$ cat src/rtl/condicionador_botao_acao_pkg.sv
// Shared definitions for the push-button conditioner: debounce FSM state codes
// and pad-level normalisation.
package condicionador_botao_acao_pkg;

  localparam logic [1:0] SOLTO            = 2'b00;
  localparam logic [1:0] CONFIRMA_PRESS   = 2'b01;
  localparam logic [1:0] PRESSIONADO      = 2'b10;
  localparam logic [1:0] CONFIRMA_SOLTURA = 2'b11;

  // Converts a synchronised pad level to "1 = pressed".
  function automatic logic nivel_pressionado(input logic pad, input logic ativo_baixo);
    return pad ^ ativo_baixo;
  endfunction

endpackage

$ cat src/rtl/sincronizador_2ff.sv
// Generic 1-bit two-flop synchroniser with asynchronous active-low reset.
// Both flops reset to VALOR_RESET so the output is defined from reset onwards.
module sincronizador_2ff #(
  parameter logic VALOR_RESET = 1'b0
) (
  input  logic clk,
  input  logic rst_n,
  input  logic d,
  output logic q
);

  logic meta;

  always_ff @(posedge clk or negedge rst_n) begin
    if (!rst_n) begin
      meta <= VALOR_RESET;
      q    <= VALOR_RESET;
    end else begin
      meta <= d;
      q    <= meta;
    end
  end

endmodule

$ cat src/rtl/condicionador_botao_acao.sv
// Push-button conditioner: synchronises and debounces the raw pad and emits one
// single-cycle action_pulso per confirmed press; botao_estavel is the debounced level.
module condicionador_botao_acao
  import condicionador_botao_acao_pkg::*;
#(
  parameter int   CICLOS_DEBOUNCE = 500000,
  parameter logic ATIVO_BAIXO     = 1'b1
) (
  input  logic clk,
  input  logic rst_n,
  input  logic botao_bruto,
  output logic action_pulso,
  output logic botao_estavel
);

  localparam int               CNT_W   = $clog2(CICLOS_DEBOUNCE);
  localparam logic [CNT_W-1:0] CNT_FIM = CNT_W'(CICLOS_DEBOUNCE - 1);

  logic             botao_sinc;
  logic             s;
  logic [1:0]       state, state_nx;
  logic [CNT_W-1:0] cnt, cnt_nx;
  logic             pulso_nx, estavel_nx;

  // Flops reset to the released pad level, so s reads 0 straight out of reset.
  sincronizador_2ff #(
    .VALOR_RESET(ATIVO_BAIXO)
  ) u_sinc (
    .clk  (clk),
    .rst_n(rst_n),
    .d    (botao_bruto),
    .q    (botao_sinc)
  );

  assign s = nivel_pressionado(botao_sinc, ATIVO_BAIXO);

  always_comb begin
    state_nx = state;
    cnt_nx   = cnt;
    pulso_nx = 1'b0;
    case (state)
      SOLTO: begin
        if (s) begin
          state_nx = CONFIRMA_PRESS;
          cnt_nx   = CNT_W'(1);
        end
      end
      CONFIRMA_PRESS: begin
        if (!s) begin
          state_nx = SOLTO;
          cnt_nx   = '0;
        end else if (cnt == CNT_FIM) begin
          state_nx = PRESSIONADO;
          cnt_nx   = '0;
          pulso_nx = 1'b1;
        end else begin
          cnt_nx = cnt + CNT_W'(1);
        end
      end
      PRESSIONADO: begin
        if (!s) begin
          state_nx = CONFIRMA_SOLTURA;
          cnt_nx   = CNT_W'(1);
        end
      end
      CONFIRMA_SOLTURA: begin
        if (s) begin
          state_nx = PRESSIONADO;
          cnt_nx   = '0;
        end else if (cnt == CNT_FIM) begin
          state_nx = SOLTO;
          cnt_nx   = '0;
        end else begin
          cnt_nx = cnt + CNT_W'(1);
        end
      end
      default: begin
        state_nx = SOLTO;
        cnt_nx   = '0;
      end
    endcase
    estavel_nx = (state_nx == PRESSIONADO) || (state_nx == CONFIRMA_SOLTURA);
  end

  always_ff @(posedge clk or negedge rst_n) begin
    if (!rst_n) begin
      state         <= SOLTO;
      cnt           <= '0;
      action_pulso  <= 1'b0;
      botao_estavel <= 1'b0;
    end else begin
      state         <= state_nx;
      cnt           <= cnt_nx;
      action_pulso  <= pulso_nx;
      botao_estavel <= estavel_nx;
    end
  end

endmodule

$ cat config.mk
export PLATFORM = sky130hd
export DESIGN_NAME = condicionador_botao_acao
export DESIGN_NICKNAME = d
export VERILOG_FILES = /design/src/rtl/condicionador_botao_acao_pkg.sv /design/src/rtl/sincronizador_2ff.sv /design/src/rtl/condicionador_botao_acao.sv
export SDC_FILE = /design/constraint.sdc
export NUM_CORES = 1
export LEC_CHECK = 0
export CAP_MARGIN = 20
export CORE_MARGIN = 2
export CORE_UTILIZATION = 40
export DETAILED_ROUTE_END_ITERATION = 10
export PLACE_DENSITY_LB_ADDON = 0.25
export SLEW_MARGIN = 0
export SYNTH_ARGS = -nofsm -noshare
export SYNTH_HDL_FRONTEND = slang
export SYNTH_SLANG_ARGS = --single-unit
$ cat constraint.sdc
create_clock -name clk -period 5.89 [get_ports clk]
set_input_delay 1.4725 -clock clk [delete_from_list [all_inputs] [get_ports clk]]
set_output_delay 1.4725 -clock clk [all_outputs]
set_load 0.005 [all_outputs]
# Word-level counts from Yosys, hierarchy flattened
# Index checks and enable logic that the tools add are counted.
# word_totals
reg_bits	25
inputBits	3
output_inout_bits	2
# op_classes
n_addsub	1
eq_ne	8
mux	16
reduce_logical	3
# ops
operator	count
$mux W19	5
$pmux W19 S4	1
$add A19 B1 Y19 const B	1
$eq A19 B19 Y1 const B	1
$mux W2	6
$eq A2 B2 Y1 const B	4
$pmux W2 S4	1
$mux W1	3
$eq A2 B1 Y1 const B	1
$logic_not A2 Y1	1
$ne A2 B1 Y1 const B	1
$ne A2 B2 Y1 const B	1
$reduce_and A2 Y1	1
$logic_or A1 B1 Y1	1

# Logic depth before layout (Yosys ltp)
# Gate-level depths: netlist of the first run.
# logic_depth
word_depth	6
depth_mapped	8
ltp_nobuf	6

# By module
# From an unflattened synthesis of the first run, not the netlist that was laid out.
# unflattened
hier_cells	147
hier_area_um2	1343.8
# by_module_without_submodules
mod	instances	cells_each	area_per_inst_um2	seq_area_each_um2
condicionador_botao_acao	1	145	1291.2	575.6
sincronizador_2ff	1	2	52.6	52.6

# Worst setup path after synthesis of the first run
# No wires, ideal clock.
# synth_path
kind	flip-flop to flip-flop
startpoint	register cnt[7]
endpoint	register cnt[6]
setup_time_ps	121
arrival_time_ps	1740
required_time_ps	5769
slack_ps	4029
path_stages_with_launch	7
n_path_buf	2
period_less_slack_ps	1861
cell_sequence	dfrtp_1 -> or4b_4 -> nor4_4 -> a21oi_2 -> buf_6 -> buf_6 -> a22o_1
# synth_via
elab_chain_cells	4
word_cells_on_any_way	5
classes_between	eq/ne (1); mux (4)
# synth_lines
item	line	rtl
from (decl)	condicionador_botao_acao.sv:22	logic [CNT_W-1:0] cnt, cnt_nx;
from (signal assigned)	condicionador_botao_acao.sv:93	cnt <= cnt_nx;
$eq A19 B19 Y1 (*)	condicionador_botao_acao.sv:52, condicionador_botao_acao.sv:70	
$mux W19 (*)	condicionador_botao_acao.sv:52, condicionador_botao_acao.sv:70	
$mux W19 (on tied branches)	condicionador_botao_acao.sv:67, condicionador_botao_acao.sv:49	
$pmux W19 S4 (*)	condicionador_botao_acao.sv:41	case (state)
# Every way passes the cells marked *; elsewhere a longest branch is shown, timed or not.
# A chain may end at the register's enable or synchronous reset.

# Worst setup path after layout of the first run
# layout_path
startpoint	register botao_estavel
endpoint	output botao_estavel
# layout_lines
item	line	rtl
from (decl)	condicionador_botao_acao.sv:13	output logic botao_estavel
from (signal assigned)	condicionador_botao_acao.sv:95	botao_estavel <= estavel_nx;
# No word-level cell between the ends.

==> out/qor.csv, run 1 <==
metric,value,unit
status,finished clean,
Fmax achieved,380,MHz
Synthesis Warnings,0,
Post-CTS Setup Inserts,0,
Sw Share,0.252,
# setup viols final,0,
clk_lat worst skew,0.32,ns
post-synth top area share,0.442,
largest net degree at the start of global routing,26,
Rel. slew slack,0.359,
Static Leak,0.588,nW
ANT cells,0,
worst endpoint data arrival time,1.16,ns
fin util,0.458,
"Primary FF master, synth",dfrtp_1,
CTS tree,yes,
root buf cell,clkbuf_4,
Logic pwr share,0.081,
hold path depth,0,
Post-route DRC,0,
Via density,5.54,
CP Cell Sequence,clkdlybuf4s50_1,
Die Area,3730,sq um
CTS clock-pin slew for the worst setup and hold paths,0.14,ns
Post-synth EDFFs,0,
clock sinks,25,
"Net Count, Synth",142,
Final min period,2.63,ns
Critical-path top delay cell,clkdlybuf4s50_1,
worst path bufs/invs,1,
Cell Rows,20,
nets,147,
RSZ-0062 raised after global routing,false,
hold buffer count at cts,0,
Synth async-reset ratio,1.00,
number of cells on the critical path,1,
Starting Density,0.423,
FILL cells,294,
CP Data Required Time,4.42,ns
Final HPWL DP,1.74,mm
Layout area overhead,8.17,%
Worst Reg-to-Reg Cells,7,
CP Capture Type,primary output,
sw power,70.9,uW
internal power,211,uW
Antenna Nets Post-Route,0,
total number of vias,1030,
post_cts resized,0,
"Seq/Total Area, Yosys",0.482,
core area,3080,sq um
sequential share of power,0.644,
Clock Path Buffers,2,
Area contributors post-synth,"dfrtp_1, nand2_1, dfstp_2, a31oi_1, o21ai_0",
Hold WC Path Type,reg -> reg,
Total GRT Usage,0.157,
"Hold Vio Cnt, Final",0,
VDD IR max,0.0000770,V
GRT overflow,0,
final WL,2.49,mm
final instance area,1410,sq um
Worst Hold Slack,0.367,ns
Placed Area,1370,sq um
Synth Cell Area,1300,sq um
Layout Skew,0.00857,ns
DR WL/cell,13.4,microns
Die X,61.1,microns
global-route wire length before repair,4.29,mm
max-cap violations,0,
largest fanout on the critical path,1,
Synth cell types,38,
Syn Inst Count,138,
critical path startpoint category,flop,
CTS buffer count,3,
DR pass1 iterations,4,
Mapped Avg Cell Area,9.44,sq um
antenna violations before repair,0,
Worst Max-Slew Pin Slew,0.959,ns
flip-flop and latch count after synthesis,25,
vias in the first global route,892,
die height,61.1,microns
Final period util,0.447,
port buffer count,4,
share of layout cells above drive strength 1,0.0986,
crit path kind,reg -> out,
Ports,5,
clock network power share,0.276,
fin. max-slew vios,0,
Pwr Density,200,nW/um^2
H-tree depth,1,
cell taking the most area after synthesis,dfrtp_1,
global placement routability congestion,0.778,
DRT iter0 DRCs,76,
critical path's top delay family,buffers and inverters,
max incr delay on CP,0.49,ns
sum of negative setup slack,0,ns
-- layer usage --
metal	up-vias	track usage	wire length [microns]	part of all wire
met1	485	0.223	1200	0.48
li1	519	-	-	-
met3	4	0.0252	80	0.032
met4	0	0.0839	55	0.022
met2	22	0.231	1150	0.46
met5	-	0	0	0
-- worst paths after layout --
kind,slack (ns),endpoint,startpoint
hold reg to reg,0.37,u_sinc.q,u_sinc.meta
setup reg to reg,3.45,cnt[12],cnt[0]
hold / removal,0.37,u_sinc.q,u_sinc.meta
min in group asynchronous,1.47,cnt[2],rst_n
max in group asynchronous,3.85,u_sinc.meta,rst_n
setup / recovery,3.26,botao_estavel,botao_estavel
-- cells in the final DEF, fill, tap and decap left out, types with 2 or more instances in the layout --
master / instances
and4_1: 2
nand2_1: 18
nor3_1: 3
inv_1: 3
clkbuf_4: 3
nand3_1: 8
dfstp_2: 2
a31oi_1: 8
or2_2: 2
nand2b_1: 2
nor2_1: 10
clkdlybuf4s50_1: 4
and2_1: 2
a22o_1: 4
dfrtp_1: 23
nor4_1: 2
o21ai_0: 10
a21oi_1: 8
a21o_1: 4
nand4_1: 4
-- per-stage QoR --
stage	power [mW]	setup WS, ns	cells
2_1_floorplan	0.198	4.03	138
3_3_place_gp	0.205	3.06	181
3_5_place_dp	0.206	3.01	181
4_1_cts	0.284	3.24	185
5_1_grt	0.296	3.21	186
6_report	0.281	3.26	186
-- synthesized netlist by cell type (all sizes together) (3+ instances only) --
cell    number
dfrtp       23
nand2       18
nor2        10
o21ai       10
a21oi        9
a31oi        8
nand3        8
a21o         4
a22o         4
nand4        4
buf          3
clkbuf       3
inv          3
nor3         3
nor4         3
-- logic make-up after synthesis --
kind of cell    Yosys count  synth area share
fa+ha+maj                 1           0.00960
xor+xnor                  1           0.00673
flops                    25             0.482
compound gates           42             0.211
buf+inv                   9            0.0384
mux                       1           0.00769
simple gates             59             0.244
-- power groups by stage --
stage	sequential [mW]	clock [mW]	combinational [mW]
after floorplan	0.183	0	0.0154
after global placement	0.184	0	0.0210
after detailed placement	0.184	0	0.0219
after CTS	0.181	0.0810	0.0222
after global routing	0.182	0.0881	0.0262
final	0.181	0.0777	0.0227
-- cell type report --
type	count	area (sq um)	share of cell area
Timing Repair Buffer	6	62.6	0.0444
Multi-Input combinational cell	104	624	0.443
Sequential cell	25	628	0.446
Tap cell	44	55.1	0.0391
Inverter	3	11.3	0.00799
Clock buffer	3	22.5	0.0160
Clock inverter	1	5.00	0.00355
-- flip-flops by register name, summed over array words and instances (netlist names) --
name           count
botao_estavel      1
state              2
action_pulso       1
u_sinc.q           1
cnt               19
u_sinc.meta        1
-- worst register-to-register path, cell delays in order, from the launching register on --
cell	delay (ns)
dfrtp_1	0.45
ha_1	0.27
and4_1	0.25
and4b_1	0.25
a21oi_2	0.52
buf_4	0.33
o21ai_0	0.12
a31oi_1	0.18
(Power assumes the default switching activity.)
==> run 2: changes to the inputs <==
==> constraint.sdc (replaced) <==
create_clock -name clk -period 2.4 [get_ports clk]
set_input_delay 0.6 -clock clk [delete_from_list [all_inputs] [get_ports clk]]
set_output_delay 0.6 -clock clk [all_outputs]
set_load 0.005 [all_outputs]
==> run 2 against run 1 <==
Effect of this change:
- worst setup slack worse by 2.9 ns
- clock skew down 0.0035 ns
- sequential share of layout area down 0.24 points
- sequential power up 150%
- highest routed layer unchanged
- cell count up 1.1%
- routed wire length up 4.3%
- largest cell class unchanged
- count of clock-buffer cells in the layout unchanged
- first-iteration DRC count up 26%
- flip-flop and latch count unchanged
==> out/qor.csv, run 2 (synthesis results as in run 1) <==
metric,value,unit,change
status,finished clean,,
largest net degree at the start of global routing,26,,unchanged
Fmax achieved,486,MHz,
Antenna Nets Post-Route,0,,unchanged
final instance area,1420,sq um,+0.53%
global placement routability congestion,0.762,,-2.1%
global-route wire length before repair,4.68,mm,+9.0%
CP Capture Type,flop,,
max-cap violations,0,,unchanged
hold buffer count at cts,0,,unchanged
CP Data Required Time,2.63,ns,-1.79 ns
CTS clock-pin slew for the worst setup and hold paths,0.14,ns,about the same
clock sinks,25,,unchanged
worst endpoint data arrival time,2.29,ns,+1.13 ns
Die Area,3730,sq um,unchanged
Largest regs,"cnt (19), state (2)",,
flip-flop count of the largest register after layout,19,,unchanged
die height,61.1,microns,unchanged
Critical-path top delay cell,or4b_4,,
Static Leak,0.596,nW,+1.3%
total number of vias,1088,,+5.6%
Placed Cells incl. Taps,184,,+1.7%
# setup viols final,0,,unchanged
fin. max-slew vios,0,,unchanged
CTS buffer count,3,,unchanged
Post-route DRC,0,,unchanged
nets,149,,+1.4%
post_cts resized,0,,unchanged
Worst Max-Slew Pin Slew,0.378,ns,-0.580 ns
sum of negative setup slack,0,ns,unchanged
core area,3080,sq um,unchanged
Total GRT Usage,0.168,,+0.0107
Final HPWL DP,1.79,mm,+2.8%
ANT cells,0,,unchanged
overall power,692,uW,+150%
Ports,5,,unchanged
DRT iter0 DRCs,96,,+26%
clock network power share,0.275,,about the same
"Hold Vio Cnt, Final",0,,unchanged
Hold WC Path Type,reg -> reg,,
final WL,2.60,mm,+4.3%
critical path startpoint category,flop,,
sw power,174,uW,+150%
Clock Path Buffers,2,,unchanged
share of layout cells above drive strength 1,0.111,,+0.0125
Starting Density,0.423,,unchanged
internal power,518,uW,+150%
Placed Area,1390,sq um,+1.6%
max incr delay on CP,0.55,ns,+0.06 ns
"commonest non-fill, non-tap cells in the layout","dfrtp_1, nand2_1, nor2_1, o21ai_0",,
Cell Rows,20,,unchanged
CTS tree,yes,,
antenna violations before repair,0,,unchanged
fin cells,188,,+1.1%
CP Cell Sequence,"or4b_4, nor4_4, a21oi_2, buf_4, a21o_1, a22o_1",,
VDD IR max,0.000315,V,+310%
"commonest non-fill, non-tap cell in the layout",dfrtp_1,,
root buf cell,clkbuf_4,,
Final period util,0.858,,
Rel. slew slack,0.747,,+0.388
Layout Skew,0.00510,ns,-0.00346 ns
RSZ-0062 raised after global routing,false,,
pre-CTS setup slack,0.370,ns,-2.64 ns
port buffer count,4,,unchanged
Top reg by flops,cnt,,
sequential share of power,0.643,,about the same
largest fanout on the critical path,21,,+20
DR WL/cell,13.8,microns,+3.2%
GRT overflow,0,,unchanged
DR pass1 iterations,4,,unchanged
clk_lat worst skew,0.32,ns,about the same
Die X,61.1,microns,unchanged
Pwr Density,489,nW/um^2,+140%
Final min period,2.06,ns,
FILL cells,292,,-0.68%
fin worst setup slack,0.341,ns,-2.91 ns
Post-CTS Setup Inserts,0,,unchanged
crit path kind,reg -> reg,,
H-tree depth,1,,unchanged
vias in the first global route,1058,,+19%
Logic pwr share,0.083,,+0.002
Sw Share,0.252,,about the same
Via density,5.79,,+4.5%
Layout area overhead,8.74,%,
[run 2: path summary, 6_finish.rpt]
kind	start	to	slack [ns]	depth (start not counted)
max in group asynchronous	rst_n	u_sinc.meta	1.50	2
setup / recovery	cnt[9]	cnt[11]	0.34	6
setup reg to reg	cnt[9]	cnt[11]	0.34	6
hold reg to reg	u_sinc.meta	u_sinc.q	0.37	0
hold / removal	u_sinc.meta	u_sinc.q	0.37	0
min in group asynchronous	rst_n	action_pulso	0.61	2
[run 2: routing by layer]
metal  wire length [microns]  track usage
met1                    1210        0.227
met3                     107       0.0420
met2                    1250        0.258
met5                       0            0
met4                      31       0.0714
[run 2: critical path, delay by kind of cell (launching register included)]
kind	cells	cell delay [ns]
AOI/OAI and AO/OA	3	0.49
buffers and inverters	1	0.22
DFF	1	0.47
and+or+nand+nor	2	0.79
[run 2: layout make-up]
class / count / area [sq um] / area share
repair buffers: 8 / 70.1 / 0.0495
well taps: 44 / 55.1 / 0.0389
inverters: 3 / 11.3 / 0.00795
flip-flops and latches: 25 / 628 / 0.443
multi-input cells: 104 / 624 / 0.441
clock buffers: 3 / 22.5 / 0.0159
clock inverters: 1 / 5.00 / 0.00353
[run 2: through the flow]
| stage | hold WS (ns) | utilization |
|---|---|---|
| floorplan | 0.304 | - |
| global placement | 0.346 | 0.451 |
| detailed placement | 0.348 | 0.451 |
| CTS | 0.368 | 0.460 |
| global route | 0.378 | 0.460 |
| finish | 0.367 | 0.460 |
[run 2: power by group through the flow]
stage,clock network [mW],logic [mW],registers [mW]
after floorplan,0,0.0378,0.449
after global placement,0,0.0558,0.451
after detailed placement,0,0.0577,0.452
after CTS,0.200,0.0578,0.444
after global routing,0.214,0.0658,0.447
final,0.190,0.0571,0.445
==> run 3: changes to the inputs <==
--- a/config.mk
+++ b/config.mk
@@ -7,7 +7,7 @@
 export LEC_CHECK = 0
 export CAP_MARGIN = 20
 export CORE_MARGIN = 2
-export CORE_UTILIZATION = 40
+export CORE_UTILIZATION = 30
 export DETAILED_ROUTE_END_ITERATION = 10
 export PLACE_DENSITY_LB_ADDON = 0.25
 export SLEW_MARGIN = 0
==> run 3 against run 2 <==
Effect of this change:
- combinational power shrank 1%
- critical path type unchanged
- routed wire length shrank 3.3%
- largest power group unchanged
- count of clock-buffer cells in the layout is the same
- sequential share of layout area shrank 0.92 points
- critical endpoint unchanged
- maximum frequency grew 2.2%
- highest routed layer unchanged
- flip-flop and latch count is the same
==> out/qor.csv, run 3 (synthesis results as in run 1) <==
metric,value,unit,change
status,finished clean,,
Post-route DRC,0,,unchanged
nets,149,,unchanged
Top reg by flops,cnt,,
"commonest non-fill, non-tap cells in the layout","dfrtp_1, nand2_1, nor2_1, o21ai_0",,
total number of vias,1050,,-3.5%
hold buffer count at cts,0,,unchanged
Fmax achieved,496,MHz,+2.2%
# setup viols final,0,,unchanged
CTS clock-pin slew for the worst setup and hold paths,0.09,ns,-0.05 ns
DRT iter0 DRCs,59,,-39%
Pwr Density,528,nW/um^2,+8.1%
Worst Max-Slew Pin Slew,0.353,ns,-0.0255 ns
Total GRT Usage,0.116,,-0.0526
Placed Area,1400,sq um,+0.54%
post_cts resized,0,,unchanged
largest net degree at the start of global routing,26,,unchanged
Antenna Nets Post-Route,0,,unchanged
sum of negative setup slack,0,ns,unchanged
"Hold Vio Cnt, Final",0,,unchanged
worst endpoint data arrival time,2.18,ns,-0.11 ns
Starting Density,0.319,,-0.104
fin cells,194,,+3.2%
GRT overflow,0,,unchanged
die height,69.9,microns,+14%
clock sinks,25,,unchanged
max incr delay on CP,0.41,ns,-0.14 ns
Cell Rows,23,,+15%
Critical-path top delay cell,dfrtp_1,,
DR pass1 iterations,4,,unchanged
flip-flop count of the largest register after layout,19,,unchanged
critical path startpoint category,flop,,
Placed Cells incl. Taps,190,,+3.3%
Post-CTS Setup Inserts,0,,unchanged
CP Cell Sequence,"ha_1, and4_1, and4b_1, a21oi_2, buf_4, a21o_1, a22o_1",,
fin. max-slew vios,0,,unchanged
Layout Skew,0.00519,ns,+0.0000808 ns
final WL,2.51,mm,-3.3%
Rel. slew slack,0.763,,+0.0162
fin worst setup slack,0.385,ns,+0.0438 ns
register area,628,sq um,unchanged
Final period util,0.840,,-0.0183
"commonest non-fill, non-tap cell in the layout",dfrtp_1,,
largest fanout on the critical path,16,,-24%
CTS buffer count,3,,unchanged
FILL cells,423,,+45%
final instance area,1450,sq um,+2.1%
Final min period,2.01,ns,-0.0438 ns
Hold WC Path Type,reg -> reg,,
max-cap violations,0,,unchanged
area of the multi-input gates,624,sq um,unchanged
Final HPWL DP,1.79,mm,-0.10%
Static Leak,0.604,nW,+1.4%
H-tree depth,1,,unchanged
crit path kind,reg -> reg,,
ANT cells,0,,unchanged
antenna violations before repair,0,,unchanged
CTS tree,yes,,
Layout area overhead,11.0,%,
pre-CTS setup slack,0.392,ns,+0.0213 ns
CP Capture Type,flop,,
overall power,764,uW,+10%
Ports,5,,unchanged
global placement routability congestion,0.858,,+13%
Die Area,4880,sq um,+31%
root buf cell,clkbuf_8,,
Clock Path Buffers,2,,unchanged
CP Data Required Time,2.57,ns,-0.06 ns
share of layout cells above drive strength 1,0.111,,unchanged
Worst Hold Slack,0.362,ns,-0.00495 ns
vias in the first global route,984,,-7.0%
Via density,5.41,,-6.5%
core area,4090,sq um,+33%
port buffer count,4,,unchanged
VDD IR max,0.000232,V,-26%
RSZ-0062 raised after global routing,false,,
Largest regs,"cnt (19), state (2)",,
Die X,69.9,microns,+14%
global-route wire length before repair,4.53,mm,-3.1%
fin util,0.354,,-0.106
clk_lat worst skew,0.27,ns,-0.05 ns
DR WL/cell,12.9,microns,-6.3%
## run 3: changes by cell type in the layout (fill, tap and decap cells not counted)
| cell | change |
|---|---|
| clkbuf_4 | -3 |
| clkbuf_8 | +3 |
| clkinv_2 | -1 |
| inv_6 | +1 |
## run 3: power by group
part / internal (mW) / total (mW) / switching [mW]
clock network: 0.122 / 0.263 / 0.142
logic: 0.0225 / 0.0564 / 0.0339
registers: 0.432 / 0.444 / 0.0116
## run 3: final cells by class
type / instances / share of cell area
Sequential cell: 25 / 0.434
Multi-Input combinational cell: 104 / 0.432
Timing Repair Buffer: 8 / 0.0484
Tap cell: 50 / 0.0433
Clock buffer: 3 / 0.0285
Inverter: 3 / 0.00779
Clock inverter: 1 / 0.00606
## run 3: worst max-delay path: cells and delay by family, from the launching register on
family / cells / cell delay, ns
AOI/OAI and AO/OA: 3 / 0.46
and+or+nand+nor: 2 / 0.58
adders and majority gates: 1 / 0.25
DFF: 1 / 0.41
buffers and inverters: 1 / 0.20
## run 3: worst paths after layout
kind,start,to,slack [ns],cells past startpoint
worst max-delay path,cnt[0],cnt[11],0.39,7
worst min-delay path,u_sinc.meta,u_sinc.q,0.36,0
worst max register to register,cnt[0],cnt[11],0.39,7
worst min register to register,u_sinc.meta,u_sinc.q,0.36,0
max in group asynchronous,rst_n,u_sinc.meta,1.44,2
min in group asynchronous,rst_n,cnt[1],0.68,2
## run 3: routing by layer
layer / share of wire / track usage / up-vias
met5: 0 / 0 / -
met4: 0.013 / 0.0449 / 0
met3: 0.034 / 0.0317 / 4
met2: 0.43 / 0.169 / 14
met1: 0.52 / 0.162 / 509
li1: - / - / 523
